File: src/rtl/mul_pkg.sv
// Shared types and default sizing for the shift-and-add multiplier.
// Latency: n/a (declarations only).
// Backpressure: n/a.
package mul_pkg;

    typedef enum logic [1:0] {
        IDLE = 2'd0,
        RUN  = 2'd1,
        DONE = 2'd2
    } mul_state_t;

    // Default operand width and the sizes derived from it.
    localparam int WIDTH_DEF = 4;
    localparam int PROD_W    = 2 * WIDTH_DEF;
    localparam int IDX_W     = $clog2(WIDTH_DEF);

endpackage

File: src/rtl/shl_barrel.sv
// Logarithmic left shifter: SHAMT_W stages of 2:1 muxes, stage s shifts by 2**s.
// Latency: purely combinational.
// Backpressure: none.
module shl_barrel
    import mul_pkg::*;
#(
    parameter int DATA_W  = PROD_W,
    parameter int SHAMT_W = IDX_W
) (
    input  logic [DATA_W-1:0]  data_in,
    input  logic [SHAMT_W-1:0] shamt,
    output logic [DATA_W-1:0]  data_out
);

    logic [DATA_W-1:0] stage [SHAMT_W+1];

    assign stage[0] = data_in;

    // Each stage conditionally applies one power-of-two shift.
    for (genvar s = 0; s < SHAMT_W; s++) begin : g_stage
        assign stage[s+1] = shamt[s] ? (stage[s] << (1 << s)) : stage[s];
    end

    assign data_out = stage[SHAMT_W];

endmodule

File: src/rtl/shift_add_mul.sv
// Sequential unsigned shift-and-add multiplier, one multiplier bit per clock.
// Latency: start accepted at edge 0, done in cycle WIDTH+1 (or earlier with MUL_EARLY_EXIT_EN).
// Backpressure: start is only sampled while ready; start in RUN/DONE is ignored.
module shift_add_mul
    import mul_pkg::*;
#(
    parameter int WIDTH = 4
) (
    input  logic               clk,
    input  logic               rst_n,
    input  logic               start,
    input  logic [WIDTH-1:0]   a,
    input  logic [WIDTH-1:0]   b,
    output logic               ready,
    output logic               busy,
    output logic               done,
    output logic [2*WIDTH-1:0] product
);

    localparam int              PW       = 2 * WIDTH;
    localparam int              IW       = $clog2(WIDTH);
    localparam logic [IW-1:0]   LAST_IDX = IW'(WIDTH - 1);

    mul_state_t      state_q, state_d;
    logic [WIDTH-1:0] a_q, a_d;
    logic [WIDTH-1:0] b_q, b_d;
    logic [PW-1:0]    acc_q, acc_d;
    logic [IW-1:0]    idx_q, idx_d;
    logic [PW-1:0]    product_q, product_d;
    logic             ready_q, ready_d;
    logic             busy_q, busy_d;
    logic             done_q, done_d;

    logic [PW-1:0]    a_ext;
    logic [PW-1:0]    a_shl;
    logic [PW-1:0]    addend;
    logic [PW-1:0]    sum;
    logic             last_bit;
    logic             finish;
`ifdef MUL_EARLY_EXIT_EN
    logic             rest_zero;
`endif

    assign a_ext = {{WIDTH{1'b0}}, a_q};

    shl_barrel #(
        .DATA_W  (PW),
        .SHAMT_W (IW)
    ) u_shl (
        .data_in  (a_ext),
        .shamt    (idx_q),
        .data_out (a_shl)
    );

    // Partial-product add for the current multiplier bit and the RUN exit test.
    always_comb begin
        addend   = b_q[idx_q] ? a_shl : '0;
        sum      = acc_q + addend;
        last_bit = (idx_q == LAST_IDX);
`ifdef MUL_EARLY_EXIT_EN
        // Nothing left to add once every multiplier bit above idx is zero.
        rest_zero = (((b_q >> idx_q) >> 1) == '0);
        finish    = last_bit | rest_zero;
`else
        finish    = last_bit;
`endif
    end

    // Next-state and registered-output decode.
    always_comb begin
        state_d   = state_q;
        a_d       = a_q;
        b_d       = b_q;
        acc_d     = acc_q;
        idx_d     = idx_q;
        product_d = product_q;
        case (state_q)
            IDLE: begin
                if (start) begin
                    a_d     = a;
                    b_d     = b;
                    acc_d   = '0;
                    idx_d   = '0;
                    state_d = RUN;
                end
            end
            RUN: begin
                acc_d = sum;
                idx_d = idx_q + IW'(1);
                if (finish) begin
                    product_d = sum;
                    state_d   = DONE;
                end
            end
            DONE: begin
                state_d = IDLE;
            end
            default: begin
                state_d = IDLE;
            end
        endcase
        ready_d = (state_d == IDLE);
        busy_d  = (state_d == RUN);
        done_d  = (state_d == DONE);
    end

    // State, datapath and output registers; reset aborts any multiply in flight.
    always_ff @(posedge clk or negedge rst_n) begin
        if (!rst_n) begin
            state_q   <= IDLE;
            a_q       <= '0;
            b_q       <= '0;
            acc_q     <= '0;
            idx_q     <= '0;
            product_q <= '0;
            ready_q   <= 1'b1;
            busy_q    <= 1'b0;
            done_q    <= 1'b0;
        end else begin
            state_q   <= state_d;
            a_q       <= a_d;
            b_q       <= b_d;
            acc_q     <= acc_d;
            idx_q     <= idx_d;
            product_q <= product_d;
            ready_q   <= ready_d;
            busy_q    <= busy_d;
            done_q    <= done_d;
        end
    end

    assign ready   = ready_q;
    assign busy    = busy_q;
    assign done    = done_q;
    assign product = product_q;

endmodule

File: config.mk
export PLATFORM = sky130hd
export DESIGN_NAME = shift_add_mul
export DESIGN_NICKNAME = d
export VERILOG_FILES = /design/src/rtl/mul_pkg.sv /design/src/rtl/shl_barrel.sv /design/src/rtl/shift_add_mul.sv
export SDC_FILE = /design/constraint.sdc
export NUM_CORES = 1
export LEC_CHECK = 0
export BUFFER_PORTS_ARGS = -buffer_cell sky130_fd_sc_hd__buf_2
export CELL_PAD_IN_SITES_DETAIL_PLACEMENT = 1
export CELL_PAD_IN_SITES_GLOBAL_PLACEMENT = 2
export CORE_MARGIN = 2
export CORE_UTILIZATION = 33
export DETAILED_ROUTE_END_ITERATION = 8
export PLACE_DENSITY = 0.8
export SETUP_SLACK_MARGIN = 0.1
export SKIP_LAST_GASP = 1
export SLEW_MARGIN = 20
export SYNTH_ARGS = -nofsm -noshare
export SYNTH_HDL_FRONTEND = slang
export SYNTH_SLANG_ARGS = --single-unit
File: constraint.sdc
create_clock -name clk -period 2.5 [get_ports clk]
set_input_delay 0.25 -clock clk [delete_from_list [all_inputs] [get_ports clk]]
set_output_delay 0.25 -clock clk [all_outputs]
set_load 0.02 [all_outputs]
==> results of run 1 <==
worst max path at each step:
stage               startpoint         end  slack (ns)  depth (start not counted)
floorplan             idx_q[0]  product[6]        0.14                          7
global placement      idx_q[0]  product[6]        0.07                          7
detailed placement    idx_q[0]  product[6]       -0.03                          9
CTS                   idx_q[0]  product[6]        0.08                          7
global route          idx_q[0]  product[7]        0.06                          7
finish                idx_q[0]  product[6]        0.15                          7
worst register-to-register path, delay by kind of cell (launching register included):
kind / cells / cell delay [ns]
and+or+nand+nor: 4 / 0.82
DFF: 1 / 0.43
adders and majority gates: 1 / 0.23
AOI/OAI and AO/OA: 1 / 0.27
muxes: 1 / 0.55
placed cells by master (no fill, tap or decap), drive strengths merged, types with 2 or more instances in the layout:
master and n:
nor2 2, clkbuf 6, nand3b 3, o211ai 2, a22o 3, nor3 3
xnor2 2, dfrtp 30, o2111ai 2, buf 31, a21oi 9, and2 5
nand2 14, inv 6, nand2b 3, or4 2, ha 8, mux2 10
o21ai 13, nand3 7, o31a 2, mux4 2, a21o 2, nor3b 3
bufinv 2
cells by family after synthesis:
logic type | synth area share
compound gates | 0.145
xor+xnor | 0.0158
fa+ha+maj | 0.0723
buf+inv | 0.0279
flops | 0.468
mux | 0.101
simple gates | 0.171
state kept, by name (all words and copies together) (netlist names):
signal	flops
acc_q	8
product	8
a_q	4
b_q	4
idx_q	2
state_q	2
busy	1
done	1
ready	1
routing by layer:
layer	global-route usage	vias up	share of wire	routed length, um
li1	-	633	-	-
met1	0.199	632	0.47	1780
met2	0.273	29	0.48	1850
met3	0.0361	2	0.041	157
met4	0.0437	0	0.0055	21
met5	0	-	0	0
repair_timing:
item / 4_1_cts / 5_1_grt
setup buffers: 2 / 2
hold endpoints to repair: 0 / 0
resized for setup: 11 / 6
endpoints found under the setup margin: 6 / 8
hold buffers: 0 / 0
pin swaps: 7 / 6
metrics by stage:
| stage | instances | instance area, um2 | total power, mW |
|---|---|---|---|
| 2_1_floorplan | 155 | 1670 | 2.04 |
| 3_3_place_gp | 243 | 1880 | 2.46 |
| 3_5_place_dp | 243 | 1880 | 2.52 |
| 4_1_cts | 253 | 2080 | 3.27 |
| 5_1_grt | 255 | 2110 | 3.58 |
| 6_report | 255 | 2110 | 3.29 |
report_power, final:
| part | total, mW | switching, mW | internal (mW) | leakage [nW] |
|---|---|---|---|---|
| clock network | 0.588 | 0.190 | 0.398 | 0.0654 |
| registers | 0.952 | 0.204 | 0.748 | 0.378 |
| logic | 1.75 | 0.883 | 0.871 | 0.489 |
area by class of cell:
cell class,count,area (um2),area share
multi-input cells,112,902,0.427
flip-flops and latches,31,778,0.369
repair buffers,31,191,0.0907
well taps,67,83.8,0.0397
clock buffers,6,72.6,0.0344
clock inverters,2,60.1,0.0285
inverters,6,22.5,0.0107
==> impl_results.md, run 1 <==
* Period utilization at 0.941
* Worst slew margin relative to its limit at 0.544
* Cell count after synthesis at 155
* Count of buffering cells on the critical path with inverters included at 0
* IO Count at 22
* Detailed-router iteration count before antenna repair at 4
* Number of antenna-violating nets in the routed design at 0
* Maximum root-to-sink buffer count at 2
* Number of vias per cell at 5.08
* Critical Setup Path Class: reg2reg
* DRC violations left at 0
* Async SR Flop Fraction at 1.00
* Iteration-0 DRC Markers at 50
* Routed wire per std cell at 14.9 um
* Slowest stage delay, CP at 0.55 ns
* Measured slew at the worst slew-check pin at 0.684 ns
* Layout cell share with drive strength beyond 1 at 0.346
* Critical-path cell list: mux4_2, and2_4, ha_4, nor2b_4, o31a_1, or4_1, nand3_1
* Hold crit path type: in2async
* Final hold slack at 0.00310 ns
* Ys flop type: sky130_fd_sc_hd__dfrtp_1
* R2r startpoint: idx_q[0]
* Proportion of synthesized chip area in sequential cells at 0.468
* Die boundary width at 75.0 um
* Gate family responsible for the most delay along the worst path: simple AND/OR/NAND/NOR gates
* Via count of the first global-routing pass at 1,410
* Syn_nets at 175
* EDFF count, synth at 0
* Fin nets at roughly 210
* Initial antenna violation count at 0
* Placeable core region at 4790 um2
* Die area at 5620 um2
* Unique masters post-synth at 41
* Cell with the largest stage delay on the worst path: sky130_fd_sc_hd__mux4_2
* Largest net degree at the start of global routing at 32
* Number of buffers created by CTS at 5
* Fraction of post-synthesis cell area in the top cell type by area at 0.452
* Number of pins with negative max-slew slack in the final report at 0
* Most used standard cell by instance count after synthesis: sky130_fd_sc_hd__dfrtp_1
* Cells on worst reg2reg path at 7
* Sum of negative setup slack at 0 ns
* Global-route wire length before repair at 6.71 mm
* Area overhead of the layout relative to synthesis at 27.0%
* Number of fillers in the final layout at 536
* Peak supply drop at 0.637 mV
* Worst slack, placed at -0.0297 ns
* Grt total ovfl at 0
* Register bit count reported by yosys at 31
* R2r endpoint: product[6]
* Kind of start point of the critical path: register
* TritonCTS clock tree: built
* H-tree levels at 2
* Gpl congestion at 0.849
* R2r setup slk at approximately 0.15 ns
* Leakage power figure at ~0.93 nW
* Core occupancy in the finished layout at 0.441
* Worst Path Required at 2.71 ns
* Critical-path maximum fanout at 6
* Number of antenna cells inserted at 0
* Synthesis Warnings at 0
* Cell types with the highest counts after synthesis: sky130_fd_sc_hd__dfrtp_1, sky130_fd_sc_hd__nand2_1, sky130_fd_sc_hd__o21ai_0
* Initial cell density of the core at 0.347
* Cell type with the highest aggregate area in the netlist: sky130_fd_sc_hd__dfrtp_1
* Number of sinks on the clock net at 31
* Register clock-pin slew on the reported worst setup and hold paths at 0.07 ns
* Number of endpoints with negative hold slack in the final report at 0
* Endpoint class of the critical path: register
* Count of buffers inserted at the top-level ports at 21
* Syn Std Cell Area at 1660 um2
* Final setup violation count at 0
* Outcome: completed
* Highest clock rate at 425 MHz
* Power Dens Cells at 1560 nW/um2
* Max-Cap Viols at 0
* HPWL reported at the end of detailed placement at 2.81 mm
* Setup repair after global routing missed its margin: true
* Crit path DAT at 2.57 ns
* Clk root buf: sky130_fd_sc_hd__clkbuf_8
* Final Skew at between 0.008 and 0.009 ns
* Setup slack of the critical path after layout at 0.147 ns
* Top area cells in the synthesized netlist: sky130_fd_sc_hd__dfrtp_1, sky130_fd_sc_hd__mux2_2, sky130_fd_sc_hd__ha_1, sky130_fd_sc_hd__o21ai_0, sky130_fd_sc_hd__nand2_1
* Floorplan row count at 25
* Clock latency on the worst-skew pair at 0.28 ns
* Height of the die at 75.0 um
* Total via count after detailed routing at 1,296
* Detailed Route WL at 3.81 mm
* Total Routing Usage GR at 0.158
* Mean instance size in the synthesized netlist at between 10 and 15 um2
* Final min period at 2.35 ns
No activity file was read; power rests on OpenSTA's default activity.
==> run 2, diff against run 1 <==
--- a/config.mk
+++ b/config.mk
@@ -5,13 +5,13 @@
 export SDC_FILE = /design/constraint.sdc
 export NUM_CORES = 1
 export LEC_CHECK = 0
-export BUFFER_PORTS_ARGS = -buffer_cell sky130_fd_sc_hd__buf_2
 export CELL_PAD_IN_SITES_DETAIL_PLACEMENT = 1
 export CELL_PAD_IN_SITES_GLOBAL_PLACEMENT = 2
 export CORE_MARGIN = 2
-export CORE_UTILIZATION = 33
+export CORE_UTILIZATION = 36
 export DETAILED_ROUTE_END_ITERATION = 8
-export PLACE_DENSITY = 0.8
+export DONT_BUFFER_PORTS = 1
+export PLACE_DENSITY = 0.79
 export SETUP_SLACK_MARGIN = 0.1
 export SKIP_LAST_GASP = 1
 export SLEW_MARGIN = 20
==> run 2 against run 1 <==
- sequential share of layout area rose by 1.7 points
- critical path depth rose by 2
- power fell by 2.6%
- clock power fell by 13%
- non-clock buffer count fell by 17
- die area fell by 7.9%
- first-iteration DRC count fell by 10%
- final cell count fell by 13%
- worst hold slack improved by 0.10 ns
- count of clock-buffer cells in the layout did not move
- maximum frequency fell by 0.66%
- global-route usage rose by 1.4 points
- critical endpoint is now product[4]
==> impl_results.md, run 2 (synthesis results as in run 1) <==
* Setup repair after global routing missed its margin: true
* Fin nets at 190 (-8.2%)
* Peak supply drop at 0.683 mV (+7.3%)
* Slowest stage delay, CP at 0.45 ns (-0.10 ns)
* Gate family responsible for the most delay along the worst path: adder cells
* Period utilization at 0.948 (+0.00629)
* Total design power at 3.21 mW (-2.6%)
* Number of buffers created by CTS at 5 (unchanged)
* Die boundary width at 71.9 um (-4.0%)
* R2r setup slk at 0.13 ns (-0.02 ns)
* Grt total ovfl at 0 (unchanged)
* Setup slack of the critical path after layout at 0.131 ns (-0.0157 ns)
* Via count of the first global-routing pass at 1,365 (-3.2%)
* Critical-path cell list: buf_6, nor4bb_4, ha_2, inv_2, fa_2, nor2b_4, o31a_1, a21oi_2, mux2_2
* Worst slack, placed at -0.0466 ns (-0.0169 ns)
* Count of buffers inserted at the top-level ports at 0 (-100%)
* Critical path depth at 9 (+2)
* Layout cell share with drive strength beyond 1 at 0.292 (-0.0533)
* Number of antenna-violating nets in the routed design at 0 (unchanged)
* DRC violations left at 0 (unchanged)
* Number of vias per cell at 5.67 (+12%)
* Number of antenna cells inserted at 0 (unchanged)
* Placeable core region at 4410 um2 (-7.8%)
* Commonest non-fill, non-tap cell in the layout: sky130_fd_sc_hd__dfrtp_1
* R2r startpoint: idx_q[0]
* Total Routing Usage GR at 0.172 (+0.0135)
* Clock latency on the worst-skew pair at 0.29 ns (about the same)
* Most frequent cells in the layout: sky130_fd_sc_hd__dfrtp_1, sky130_fd_sc_hd__nand2_1, sky130_fd_sc_hd__o21ai_0, sky130_fd_sc_hd__buf_4, sky130_fd_sc_hd__mux2_2
* Die area at 5170 um2 (-7.9%)
* Post-layout instance area at 2020 um2 (-4.2%)
* Routed wire per std cell at 18.1 um (+21%)
* Count of buffering cells on the critical path with inverters included at 2 (+2)
* Outcome: completed
* Sum of negative setup slack at 0 ns (unchanged)
* Final setup violation count at 0 (unchanged)
* TritonCTS clock tree: built
* Detailed Route WL at 4.03 mm (+5.7%)
* Maximum root-to-sink buffer count at 2 (unchanged)
* Worst setup path startpoint: idx_q[0]
* Largest net degree at the start of global routing at 32 (unchanged)
* Global-route wire length before repair at 6.66 mm (-0.72%)
* Clk root buf: sky130_fd_sc_hd__clkbuf_8
* Measured slew at the worst slew-check pin at 0.624 ns (-0.0604 ns)
* Cells on worst reg2reg path at 9 (+2)
* Crit path DAT at 2.55 ns (-0.02 ns)
* Number of sinks on the clock net at 31 (unchanged)
* Worst slew margin relative to its limit at 0.582 (+0.0384)
* IO Count at 22 (unchanged)
* Total via count after detailed routing at 1,264 (-2.5%)
* Final min period at 2.37 ns (+0.0157 ns)
* H-tree levels at 2 (unchanged)
* Number of endpoints with negative hold slack in the final report at 0 (unchanged)
* Critical-path maximum fanout at 5 (-1)
* Max-Cap Viols at 0 (unchanged)
* Area overhead of the layout relative to synthesis at 21.7%
* Hold crit path type: in2reg
* Endpoint class of the critical path: register
* Worst min-delay path startpoint: a[3]
* Iteration-0 DRC Markers at 45 (-10%)
* Placed Area at 1760 um2 (-6.6%)
* Leakage power figure at 0.862 nW (-7.5%)
* Critical Setup Path Class: reg2reg
* Initial antenna violation count at 0 (unchanged)
* Register clock-pin slew on the reported worst setup and hold paths at 0.07 ns (about the same)
* Height of the die at 71.9 um (-4.0%)
* Worst Path Required at 2.68 ns (-0.03 ns)
* Kind of start point of the critical path: register
* Number of cells traversed by the worst hold path at 1
* Cell with the largest stage delay on the worst path: sky130_fd_sc_hd__dfrtp_2
* Detailed-router iteration count before antenna repair at 4 (unchanged)
* HPWL reported at the end of detailed placement at 2.77 mm (-1.3%)
* Number of fillers in the final layout at 493 (-8.0%)
* Final Skew at 0.00694 ns (-0.00183 ns)
* Initial cell density of the core at 0.376 (+0.0292)
* Highest clock rate at 422 MHz (-0.66%)
* Floorplan row count at 24 (-4.0%)
* Power Dens Cells at 1590 nW/um2 (+1.7%)
* Gpl congestion at 0.766 (-9.8%)
* Number of pins with negative max-slew slack in the final report at 0 (unchanged)
-- run 2: cell count changes in the layout (fill, tap and decap cells not counted), moves of 2 or more --
cell and delta:
sky130_fd_sc_hd__buf_2 -21, sky130_fd_sc_hd__buf_4 +4, sky130_fd_sc_hd__buf_6 -2, sky130_fd_sc_hd__o21ai_0 +2
sky130_fd_sc_hd__o21ai_1 -2
-- run 2: metrics by stage --
| step | hold slack, ns | cells | util |
|---|---|---|---|
| finish | 0.105 | 223 | 0.458 |
| global placement | -0.0448 | 207 | 0.399 |
| floorplan | -0.0456 | 155 | - |
| detailed placement | -0.0446 | 207 | 0.399 |
| global route | 0.0935 | 223 | 0.458 |
| CTS | 0.0985 | 217 | 0.436 |
-- run 2: metal layers --
metal	up-vias	GRT usage	wire length [um]
met5	-	0	0
met4	0	0.0503	48
met3	5	0.0653	142
met2	23	0.292	2090
met1	639	0.203	1740
li1	597	-	-
-- run 2: report_power, final --
part	internal, mW	switching [mW]	total, mW	leakage (nW)
sequential	0.751	0.327	1.08	0.377
combinational	0.829	0.787	1.62	0.424
clock	0.322	0.192	0.514	0.0612
total	1.90	1.31	3.21	0.862
-- run 2: worst paths after layout --
check / end
max in group asynchronous: ready
worst min-delay path: a_q[3]
worst max register to register: product[4]
worst min register to register: acc_q[5]
worst max-delay path: product[4]
min in group asynchronous: product[6]
-- run 2: layout make-up --
class	instances	area [um2]	share of cell area
clock buffer	6	82.6	0.0408
clock inverter	2	35.0	0.0173
inverter	6	22.5	0.0111
multi-input combinational	112	913	0.452
sequential	31	779	0.386
tap	52	65.1	0.0322
timing repair buffer	14	124	0.0613
-- run 2: what timing repair did --
action	in CTS	in global routing
pin swaps	4	5
setup endpoints to repair	5	8
hold buffers	2	0
gates resized for setup	5	11
hold endpoints to repair	31	0
buffers inserted	0	6
==> run 3, diff against run 2 <==
--- a/config.mk
+++ b/config.mk
@@ -11,10 +11,13 @@
 export CORE_UTILIZATION = 36
 export DETAILED_ROUTE_END_ITERATION = 8
 export DONT_BUFFER_PORTS = 1
+export GPL_TIMING_DRIVEN = 1
 export PLACE_DENSITY = 0.79
+export REMOVE_ABC_BUFFERS = 1
 export SETUP_SLACK_MARGIN = 0.1
 export SKIP_LAST_GASP = 1
 export SLEW_MARGIN = 20
 export SYNTH_ARGS = -nofsm -noshare
 export SYNTH_HDL_FRONTEND = slang
 export SYNTH_SLANG_ARGS = --single-unit
+export TNS_END_PERCENT = 1
==> run 3 against run 2 <==
- power decreased by 0.34%
- die area unchanged
- largest cell class unchanged
- sequential power about the same
- flip-flop and latch count unchanged
- sequential share of layout area decreased by 0.36 points
- final cell count unchanged
- wire length increased by 0.35%
- global-route usage about the same
==> impl_results.md, run 3 (synthesis results as in run 1) <==
* Die area at 5170 um2 (unchanged)
* Gate family responsible for the most delay along the worst path: simple AND/OR/NAND/NOR gates
* Worst slack, placed at -0.00446 ns (+0.0421 ns)
* Fin nets at 190 (unchanged)
* Worst Path Required at 2.73 ns (+0.05 ns)
* Height of the die at 71.9 um (unchanged)
* Critical-path cell list: mux4_2, and2_4, ha_4, nor2b_4, o31a_1, or4_1, nand3_1
* Power Dens Cells at 1570 nW/um2 (-0.95%)
* Cell with the largest stage delay on the worst path: sky130_fd_sc_hd__mux4_2
* Footprint of the multi-input gates at 928 um2 (+1.6%)
* Final min period at 2.33 ns (-0.0408 ns)
* Die boundary width at 71.9 um (unchanged)
* Total Routing Usage GR at 0.171 (-0.000245)
* Final hold slack at 0.0367 ns (-0.0684 ns)
* Number of antenna-violating nets in the routed design at 0 (unchanged)
* Area overhead of the layout relative to synthesis at 22.4%
* Internal power at 1.89 mW (-0.77%)
* Sum of negative setup slack at 0 ns (unchanged)
* Worst setup path startpoint: idx_q[0]
* Iteration-0 DRC Markers at 35 (-22%)
* Total design power at 3.20 mW (-0.34%)
* Outcome: completed
* Critical Setup Path Class: reg2reg
* Via count of the first global-routing pass at 1,356 (-0.66%)
* R2r setup slk at 0.17 ns (+0.04 ns)
* Floorplan row count at 24 (unchanged)
* Placed cells at 208 (+0.48%)
* P_sw at 1.31 mW (+0.29%)
* IO Count at 22 (unchanged)
* Grt total ovfl at 0 (unchanged)
* Part of the power in the clock network at 0.160 (about the same)
* R2r startpoint: idx_q[0]
* Total via count after detailed routing at 1,274 (+0.79%)
* Endpoint class of the critical path: register
* Area occupied by registers at 777 um2 (-0.32%)
* Worst slew margin relative to its limit at 0.607 (+0.0252)
* Count of buffering cells on the critical path with inverters included at 0 (-2)
* Number of buffers created by CTS at 5 (unchanged)
* HPWL reported at the end of detailed placement at 2.79 mm (+0.50%)
* Register clock-pin slew on the reported worst setup and hold paths at 0.07 ns (about the same)
* Commonest non-fill, non-tap cell in the layout: sky130_fd_sc_hd__dfrtp_1
* Hold crit path type: in2reg
* Leakage power figure at 0.871 nW (+1.0%)
* Measured slew at the worst slew-check pin at 0.586 ns (-0.0376 ns)
* Kind of start point of the critical path: register
* Number of endpoints with negative hold slack in the final report at 0 (unchanged)
* Most frequent cells in the layout: sky130_fd_sc_hd__dfrtp_1, sky130_fd_sc_hd__nand2_1, sky130_fd_sc_hd__o21ai_0, sky130_fd_sc_hd__buf_4, sky130_fd_sc_hd__mux2_2
* Crit path DAT at 2.56 ns (about the same)
* Setup repair after global routing missed its margin: true
* Placed Area at 1760 um2 (-0.28%)
* Critical-path maximum fanout at 5 (unchanged)
* Clk root buf: sky130_fd_sc_hd__clkbuf_8
* DRC violations left at 0 (unchanged)
* Number of antenna cells inserted at 0 (unchanged)
* Placeable core region at 4410 um2 (unchanged)
* Final setup violation count at 0 (unchanged)
* Number of sinks on the clock net at 31 (unchanged)
* Post-layout instance area at 2030 um2 (+0.62%)
* Number of pins with negative max-slew slack in the final report at 0 (unchanged)
* Number of cells traversed by the worst hold path at 1 (unchanged)
* Count of buffers inserted at the top-level ports at 0 (unchanged)
* Routed wire per std cell at 18.1 um (+0.35%)
* Initial cell density of the core at 0.376 (unchanged)
* Layout cell share with drive strength beyond 1 at 0.287 (-0.00585)
* Proportion of power drawn by combinational gates at 0.507 (+0.003)
* H-tree levels at 2 (unchanged)
* Sw Ratio at 0.410 (+0.00256)
* Final Skew at 0.0118 ns (+0.00484 ns)
* Number of fillers in the final layout at 495 (+0.41%)
* Capturing instance or port of the critical path: acc_q[6]
* Flop pwr share at 0.333 (-0.003)
* Highest clock rate at 430 MHz (+1.8%)
* Peak supply drop at 0.603 mV (-12%)
* Initial antenna violation count at 0 (unchanged)
* Cells on worst reg2reg path at 7 (-2)
* Slowest stage delay, CP at 0.55 ns (+0.10 ns)
* Clock latency on the worst-skew pair at 0.29 ns (about the same)
* Setup slack of the critical path after layout at 0.172 ns (+0.0408 ns)
* Max-Cap Viols at 0 (unchanged)
* Number of vias per cell at 5.71 (+0.79%)
* Layout Cells excl Fill at 223 (unchanged)
* Period utilization at 0.931 (-0.0163)
* Global-route wire length before repair at 6.73 mm (+1.0%)
* R2r endpoint: acc_q[6]
* Detailed-router iteration count before antenna repair at 4 (unchanged)
* Core occupancy in the finished layout at 0.461 (+0.00283)
* Maximum root-to-sink buffer count at 2 (unchanged)
* Detailed Route WL at 4.04 mm (+0.35%)
* Largest net degree at the start of global routing at 32 (unchanged)
* Critical path depth at 7 (-2)
* TritonCTS clock tree: built
* Gpl congestion at 0.785 (+2.5%)
run 3: routing by layer:
metal / track usage / wire (um)
met5: 0 / 0
met3: 0.0556 / 145
met2: 0.286 / 2120
met1: 0.211 / 1740
met4: 0.0566 / 41
run 3: layout make-up:
class | count | area share
Inverter | 6 | 0.0111
Timing Repair Buffer | 14 | 0.0609
Clock buffer | 6 | 0.0406
Multi-Input combinational cell | 112 | 0.456
Sequential cell | 31 | 0.382
Tap cell | 52 | 0.0320
Clock inverter | 2 | 0.0172
run 3: power by group through the flow:
stage | combinational [mW] | sequential, mW | clock (mW)
floorplan | 0.983 | 1.01 | 0
global placement | 1.31 | 1.04 | 0
detailed placement | 1.38 | 1.06 | 0
CTS | 1.44 | 1.05 | 0.531
global route | 1.81 | 1.10 | 0.552
finish | 1.62 | 1.07 | 0.512
run 3: worst reg2reg max path, stage by stage, from the launching register on:
cell and delay, ns:
sky130_fd_sc_hd__dfrtp_1 0.42, sky130_fd_sc_hd__mux4_2 0.55, sky130_fd_sc_hd__and2_4 0.17, sky130_fd_sc_hd__ha_4 0.21, sky130_fd_sc_hd__nor2b_4 0.12, sky130_fd_sc_hd__o31a_1 0.32, sky130_fd_sc_hd__or4_1 0.41, sky130_fd_sc_hd__nand3_1 0.09
run 3: worst min path at each step:
stage,startpoint,slack (ns),endpoint
after CTS,start,0.03,ready
after floorplan,rst_n,-0.05,a_q[0]
after global placement,rst_n,-0.04,done
final,start,0.04,ready
after global routing,start,0.04,ready
after detailed placement,rst_n,-0.04,done
run 3: repair_timing:
item / 4_1_cts / 5_1_grt
hold buffers: 2 / 0
pin swaps: 0 / 11
endpoints found under the setup margin: 6 / 8
hold endpoints to repair: 31 / 0
gates resized for setup: 7 / 11
buffers inserted: 0 / 5
